==> src/rtl/lab_g_debouncer.sv <==
// Switch/button debouncer: two-flop synchronizer, four-state qualification FSM, registered level and edge pulses.
// Build option: define LAB_G_DEBOUNCER_PULSE_EN to generate rise/fall pulses; otherwise both are tied low.
module lab_g_debouncer #(
  parameter int DB_CYCLES = 4,
  parameter int CNT_W     = 16
) (
  input  logic clk,
  input  logic rst,
  input  logic din,
  output logic dout,
  output logic rise,
  output logic fall,
  output logic busy
);

  // state     | meaning
  // IDLE_LOW  | dout=0, synchronized input agrees
  // WAIT_HIGH | dout=0, input high, counting stable samples
  // IDLE_HIGH | dout=1, synchronized input agrees
  // WAIT_LOW  | dout=1, input low, counting stable samples
  typedef enum logic [1:0] {
    IDLE_LOW  = 2'b00,
    WAIT_HIGH = 2'b01,
    IDLE_HIGH = 2'b10,
    WAIT_LOW  = 2'b11
  } state_t;

  localparam logic [CNT_W-1:0] DB_C = CNT_W'(DB_CYCLES);

  state_t           state_q, state_d;
  logic [CNT_W-1:0] cnt_q, cnt_d;
  logic             s1_q, s2_q;
  logic             dout_q, dout_d;
  logic             busy_q, busy_d;

  always_comb begin
    state_d = state_q;
    cnt_d   = '0;
    unique case (state_q)
      IDLE_LOW: begin
        if (s2_q) begin
          state_d = WAIT_HIGH;
          cnt_d   = CNT_W'(1);
        end
      end
      WAIT_HIGH: begin
        if (!s2_q)             state_d = IDLE_LOW;
        else if (cnt_q >= DB_C) state_d = IDLE_HIGH;
        else                   cnt_d   = cnt_q + CNT_W'(1);
      end
      IDLE_HIGH: begin
        if (!s2_q) begin
          state_d = WAIT_LOW;
          cnt_d   = CNT_W'(1);
        end
      end
      WAIT_LOW: begin
        if (s2_q)              state_d = IDLE_HIGH;
        else if (cnt_q >= DB_C) state_d = IDLE_LOW;
        else                   cnt_d   = cnt_q + CNT_W'(1);
      end
      default: state_d = IDLE_LOW;
    endcase
    dout_d = (state_d == IDLE_HIGH) || (state_d == WAIT_LOW);
    busy_d = (state_d == WAIT_HIGH) || (state_d == WAIT_LOW);
  end

  always_ff @(posedge clk) begin
    if (rst) begin
      s1_q    <= 1'b0;
      s2_q    <= 1'b0;
      state_q <= IDLE_LOW;
      cnt_q   <= '0;
      dout_q  <= 1'b0;
      busy_q  <= 1'b0;
    end else begin
      s1_q    <= din;
      s2_q    <= s1_q;
      state_q <= state_d;
      cnt_q   <= cnt_d;
      dout_q  <= dout_d;
      busy_q  <= busy_d;
    end
  end

`ifdef LAB_G_DEBOUNCER_PULSE_EN
  logic rise_q, fall_q;
  logic rise_d, fall_d;

  // A pulse marks only the completed qualification, never an aborted one.
  assign rise_d = (state_q == WAIT_HIGH) && (state_d == IDLE_HIGH);
  assign fall_d = (state_q == WAIT_LOW)  && (state_d == IDLE_LOW);

  always_ff @(posedge clk) begin
    if (rst) begin
      rise_q <= 1'b0;
      fall_q <= 1'b0;
    end else begin
      rise_q <= rise_d;
      fall_q <= fall_d;
    end
  end

  assign rise = rise_q;
  assign fall = fall_q;
`else
  assign rise = 1'b0;
  assign fall = 1'b0;
`endif

  assign dout = dout_q;
  assign busy = busy_q;

endmodule

==> config.mk <==
export PLATFORM = sky130hd
export DESIGN_NAME = lab_g_debouncer
export DESIGN_NICKNAME = d
export VERILOG_FILES = /design/src/rtl/lab_g_debouncer.sv
export SDC_FILE = /design/constraint.sdc
export NUM_CORES = 1
export LEC_CHECK = 0
export CAP_MARGIN = 20
export CORE_MARGIN = 4
export CORE_UTILIZATION = 41
export CTS_BUF_LIST = sky130_fd_sc_hd__clkbuf_4
export CTS_CLUSTER_DIAMETER = 200
export DETAILED_ROUTE_END_ITERATION = 10
export HOLD_SLACK_MARGIN = 0.08
export PLACE_DENSITY = 0.71
export SYNTH_ARGS = -nofsm -noshare
export SYNTH_HDL_FRONTEND = slang
export SYNTH_SLANG_ARGS = --single-unit
==> constraint.sdc <==
create_clock -name clk -period 2.5 [get_ports clk]
set_clock_uncertainty 0.1 [all_clocks]
set_input_delay 0.25 -clock clk [delete_from_list [all_inputs] [get_ports clk]]
set_output_delay 0.25 -clock clk [all_outputs]
set_load 0.02 [all_outputs]
==> flow_summary.yaml, run 1 <==
worst_setup_path:
  r2r-start: "cnt_q[2]"
  cp.arrival_ns: 1.26
  worstPathBufferInverterCount: 1
  cp-start-kind: "register"
  critical_path.max_stage_delay_ns: 0.61
  r2r_slack_ns: 1.15
  crit_chain: "clkdlybuf4s50_1"
  critical_path_class: "register to primary output"
  critical_path.max_fanout: 3
  cp.required_ns: 2.15
  endpoint_kind: "primary output"
  path_delay_family: "buffers and inverters"
  slowest_stage: "clkdlybuf4s50_1"
  critPathLaunch: "busy"
floorplanning:
  core_sq_um: 1510
  fp-row-count: 14
  start_util_pct: 43.1
  ios: 7
  die_x_microns: 47.8
  dieArea_sq_um: 2280
  chipHeight_microns: 47.8
cts:
  cts.sinks: 21
  ctsResizeCount: 0
  htreeDepth: 1
  cts_root_buf: "clkbuf_4"
  numCtsBuffers: 3
  postCtsSetupBuffers: 0
  hold_buffers: 0
  clkLatencyLatePin_ns: 0.29
  clockBufferDepth: 2
  cts.clk_slew.worst_paths_ns: 0.10
  cts_tree: "done"
min_path:
  min_path_type: "register to register"
  min_from: "s1_q"
sta:
  fmax_ghz: 0.620
  setup_viol: 0
  hold_viol: 0
  slew_viol_final: 0
  post-route-min-period_ns: 1.61
  fin_crit_sh_pct: 64.6
  rsz0062_at_grt: "false"
  finalSetupTns_ns: 0
finish:
  fillerInstances: 144
  drive_gt1_share_pct: 12.7
  syn2layout_area_growth_pct: 19.7
  multi_input_area_sq_um: 248
  antennaDiodeCount: 0
  regArea_sq_um: 420
  fin_nets: 77
routing:
  ant_nets: 0
  wl_per_cell_microns: 8.85
  first_pass_iters: 2
  wl_met1_microns: 337
  drc_errors: 0
  highest_layer: "met4"
  routed_via_density: 4.08
  first_iter_violations: 10
  dr_total_vias: 355
  drt-total-wl_microns: 770
  dr_wl_met3_microns: 37
  met2WireLength_microns: 381
grt:
  grt_usage_pct: 9.26
  grt_pass1_vias: 327
  antenna_found_initial: 0
  grt_pass1_wl_microns: 1370
  grt-ovfl-total: 0
  grt_max_degree: 12
run:
  timing.max_cap.violations: 0
logic_synthesis:
  yosysUniqueCellTypes: 17
  synth_seq_cells: 21
  postSynthCellCount: 51
  synth_area_per_cell_sq_um: 12.7
  synth_seq_area_share_pct: 64.7
  synth_area_sq_um: 649
  synth_warnings: 0
placement:
  gp_congestion: 0.696
  hpwl_microns: 619
  portBuffers: 4
power_and_ir_drop:
  finalPower_uw: 537
  leakage_nw: 0.318
  p_per_area_nw_per_um2: 691
  vdd_drop_max_mv: 0.376
run_status:
  status: "finished, final reports clean"
path summary, 6_finish.rpt:
| kind | cells past startpoint | end |
|---|---|---|
| hold / removal | 1 | s2_q |
| hold reg to reg | 1 | s2_q |
| setup reg to reg | 3 | dout |
| setup / recovery | 1 | busy |
sequential cells by signal, indices dropped and copies added (netlist names):
register / cells
s2_q: 1
dout: 1
cnt_q: 16
s1_q: 1
state_q: 1
busy: 1
stage by stage:
step           hold WS (ns)  instances  area [sq um]  util [%]  setup slack [ns]
2_1_floorplan         0.222         65           702         -              1.27
5_1_grt               0.378         87           777      51.6             0.822
6_report              0.360         87           777      51.6             0.886
3_5_place_dp          0.335         83           747      49.6              1.16
4_1_cts               0.365         87           777      51.6             0.869
3_3_place_gp          0.326         83           747      49.6              1.20
cells by family (layout without fill, tap and decap cells):
group           Yosys count  after routing  share of synthesized area (%)
other cells               1             15                          0.577
flops                    21             21                           64.7
compound gates            2              2                           2.31
xor+xnor                  2              2                           2.70
buf+inv                   7             13                           5.20
mux                       2              2                           3.08
fa+ha+maj                 2              2                           3.85
simple gates             14             14                           17.5
power by group:
part	switching, mW	leakage, nW	internal (mW)
logic	0.0118	0.125	0.00838
clock network	0.0887	0.0184	0.0728
registers	0.00681	0.175	0.348
cell usage in the layout (no fill, tap or decap):
| cell | instances |
|---|---|
| o22ai_1 | 1 |
| nor2_1 | 2 |
| xor2_1 | 1 |
| mux2i_1 | 2 |
| ha_1 | 2 |
| nor4_4 | 1 |
| clkbuf_4 | 4 |
| nand3_1 | 1 |
| xnor2_1 | 1 |
| nor4_2 | 4 |
| conb_1 | 15 |
| nand2_1 | 3 |
| nand4_1 | 1 |
| a41oi_1 | 1 |
| nor2b_1 | 2 |
| dfxtp_1 | 21 |
| inv_1 | 5 |
| clkdlybuf4s50_1 | 4 |
metal layers:
| metal | vias up | GRT usage, % |
|---|---|---|
| met5 | - | 0 |
| met4 | 0 | 8.06 |
| met3 | 2 | 2.26 |
| met2 | 7 | 12.4 |
| met1 | 155 | 12.2 |
| li1 | 191 | - |
area by class of cell:
| cell class | count | area share, % |
|---|---|---|
| Sequential cell | 21 | 54.1 |
| Timing Repair Buffer | 4 | 5.15 |
| Multi-Input combinational cell | 37 | 31.9 |
| Clock buffer | 4 | 3.86 |
| Inverter | 5 | 2.42 |
| Tap cell | 16 | 2.58 |
cell usage after synthesis:
| cell type | number | area [sq um] |
|---|---|---|
| ha_1 | 2 | 25.0 |
| nand3_1 | 1 | 5.00 |
| dfxtp_1 | 21 | 420 |
| xor2_1 | 1 | 8.76 |
| mux2i_1 | 2 | 20.0 |
| xnor2_1 | 1 | 8.76 |
| nor2_1 | 2 | 7.51 |
| a41oi_1 | 1 | 8.76 |
| inv_1 | 5 | 18.8 |
| nor4_2 | 4 | 50.1 |
| buf_4 | 2 | 15.0 |
| nor2b_1 | 2 | 12.5 |
| conb_1 | 1 | 3.75 |
| nand4_1 | 1 | 6.26 |
| nor4_4 | 1 | 21.3 |
| nand2_1 | 3 | 11.3 |
| o22ai_1 | 1 | 6.26 |
No activity file was read; power rests on OpenSTA's default activity.
==> run 2: changes to the inputs <==
Settings changed: PLACE_DENSITY 0.71 to 0.73.
Clock period 2.5 ns to 1.35 ns, I/O delays scaled along.
==> flow_summary.yaml, run 2 (same netlist as run 1, synthesis figures left out) <==
run_status:
  status: "finished, final reports clean"
power_and_ir_drop:
  finalPower_uw: 997
  p_per_area_nw_per_um2: 1270
  leakage_nw: 0.328
  vdd_drop_max_mv: 0.738
worst_setup_path:
  cp-endpoint: "cnt_q[1]"
  critPathLaunch: "cnt_q[2]"
  critical_path.max_stage_delay_ns: 0.35
  worstPathBufferInverterCount: 0
  cp.arrival_ns: 1.41
  r2r-start: "cnt_q[2]"
  endpoint_kind: "register"
  crit_chain: "nor4_4 > nand4_1 > nor4_2"
  slowest_stage: "dfxtp_2"
  critical_path.max_fanout: 3
  cp.depth: 3
  cp-start-kind: "register"
  critical_path_class: "register to register"
  r2r_slack_ns: 0.06
  rr_endpoint: "cnt_q[1]"
  cp.required_ns: 1.46
  reg2reg_depth: 3
  path_delay_family: "simple AND/OR/NAND/NOR gates"
finish:
  layout_common_cells: "dfxtp_1 (20), conb_1 (15), inv_1 (5)"
  final_area_sq_um: 785
  multi_input_area_sq_um: 256
  fin_nets: 77
  fillerInstances: 128
  largest_reg_flops: 16
  regArea_sq_um: 422
  mostFrequentLayoutCell: "dfxtp_1"
  final_core_util_pct: 52.1
  drive_gt1_share_pct: 14.1
  largest-register: "cnt_q"
  antennaDiodeCount: 0
  syn2layout_area_growth_pct: 20.8
sta:
  rsz0062_at_grt: "true"
  setup_viol: 0
  post-route-min-period_ns: 1.29
  slew_viol_final: 0
  hold_viol: 0
  fmax_ghz: 0.774
  fin_crit_sh_pct: 95.7
floorplanning:
  ios: 7
  fp-row-count: 14
  start_util_pct: 43.1
  dieArea_sq_um: 2280
  chipHeight_microns: 47.8
  die_x_microns: 47.8
  core_sq_um: 1510
cts:
  numCtsBuffers: 3
  cts.sinks: 21
  postCtsSetupBuffers: 0
  cts_tree: "done"
  cts.clk_slew.worst_paths_ns: 0.10
  hold_buffers: 0
  htreeDepth: 1
  clockBufferDepth: 2
  cts_root_buf: "clkbuf_4"
  clkLatencyLatePin_ns: 0.29
run:
  timing.max_cap.violations: 0
min_path:
  min_path_type: "input port to register"
placement:
  portBuffers: 4
  gp_congestion: 0.641
  dpl-instance-area_sq_um: 747
  hpwl_microns: 553
routing:
  wl_met1_microns: 347
  highest_layer: "met4"
  met2WireLength_microns: 326
  first_iter_violations: 3
  wl_per_cell_microns: 8.32
  first_pass_iters: 4
  ant_nets: 0
  dr_total_vias: 350
  drt-total-wl_microns: 724
  routed_via_density: 4.02
  dr_wl_met3_microns: 28
  drc_errors: 0
grt:
  grt_pass1_wl_microns: 1260
  grt_max_degree: 12
  grt-ovfl-total: 0
  grt_pass1_vias: 312
  grt_usage_pct: 8.51
  antenna_found_initial: 0
## run 2: layer usage
metal  vias to the layer above  GRT usage, %
li1                        193             -
met1                       147          11.1
met2                         6          11.1
met3                         4          2.26
met4                         0          8.06
met5                         -             0
## run 2: power breakdown
| part | switching, mW | internal (mW) |
|---|---|---|
| Sequential | 0.0140 | 0.645 |
| Clock | 0.166 | 0.135 |
| Combinational | 0.0218 | 0.0155 |
## run 2: area by class of cell
class / instances / area share (%)
Timing Repair Buffer: 4 / 4.78
Inverter: 5 / 2.39
Multi-Input combinational cell: 37 / 32.7
Tap cell: 16 / 2.55
Clock buffer: 4 / 3.83
Sequential cell: 21 / 53.7
## run 2: worst min-delay path by stage
| stage | start | end | slack, ns | cells past startpoint |
|---|---|---|---|---|
| floorplan | rst | s1_q | 0.11 | 1 |
| global placement | s1_q | s2_q | 0.32 | 1 |
| detailed placement | s1_q | s2_q | 0.33 | 1 |
| CTS | din | s1_q | 0.28 | 2 |
| global route | din | s1_q | 0.30 | 2 |
| finish | din | s1_q | 0.29 | 2 |
## run 2: per-stage QoR
| stage | setup slack (ns) | setup TNS (ns) | hold WS (ns) | std cells |
|---|---|---|---|---|
| after detailed placement | 0.0278 | 0 | 0.331 | 83 |
| after floorplan | 0.117 | 0 | 0.107 | 65 |
| after CTS | 0.00258 | 0 | 0.283 | 87 |
| after global routing | -0.0470 | -0.0470 | 0.302 | 87 |
| final | 0.0581 | 0 | 0.291 | 87 |
| after global placement | 0.0303 | 0 | 0.323 | 83 |
## run 2: repair_timing
| action | CTS | global route |
|---|---|---|
| pin swaps | 0 | 2 |
| gates resized for setup | 2 | 2 |
| setup endpoints to repair | 2 | 4 |
==> run 3: changes to the inputs <==
Settings changed: CAP_MARGIN 20 to 25.
==> results of run 3 <==
No change in the layout: final DEF, timing and power equal those of run 2.
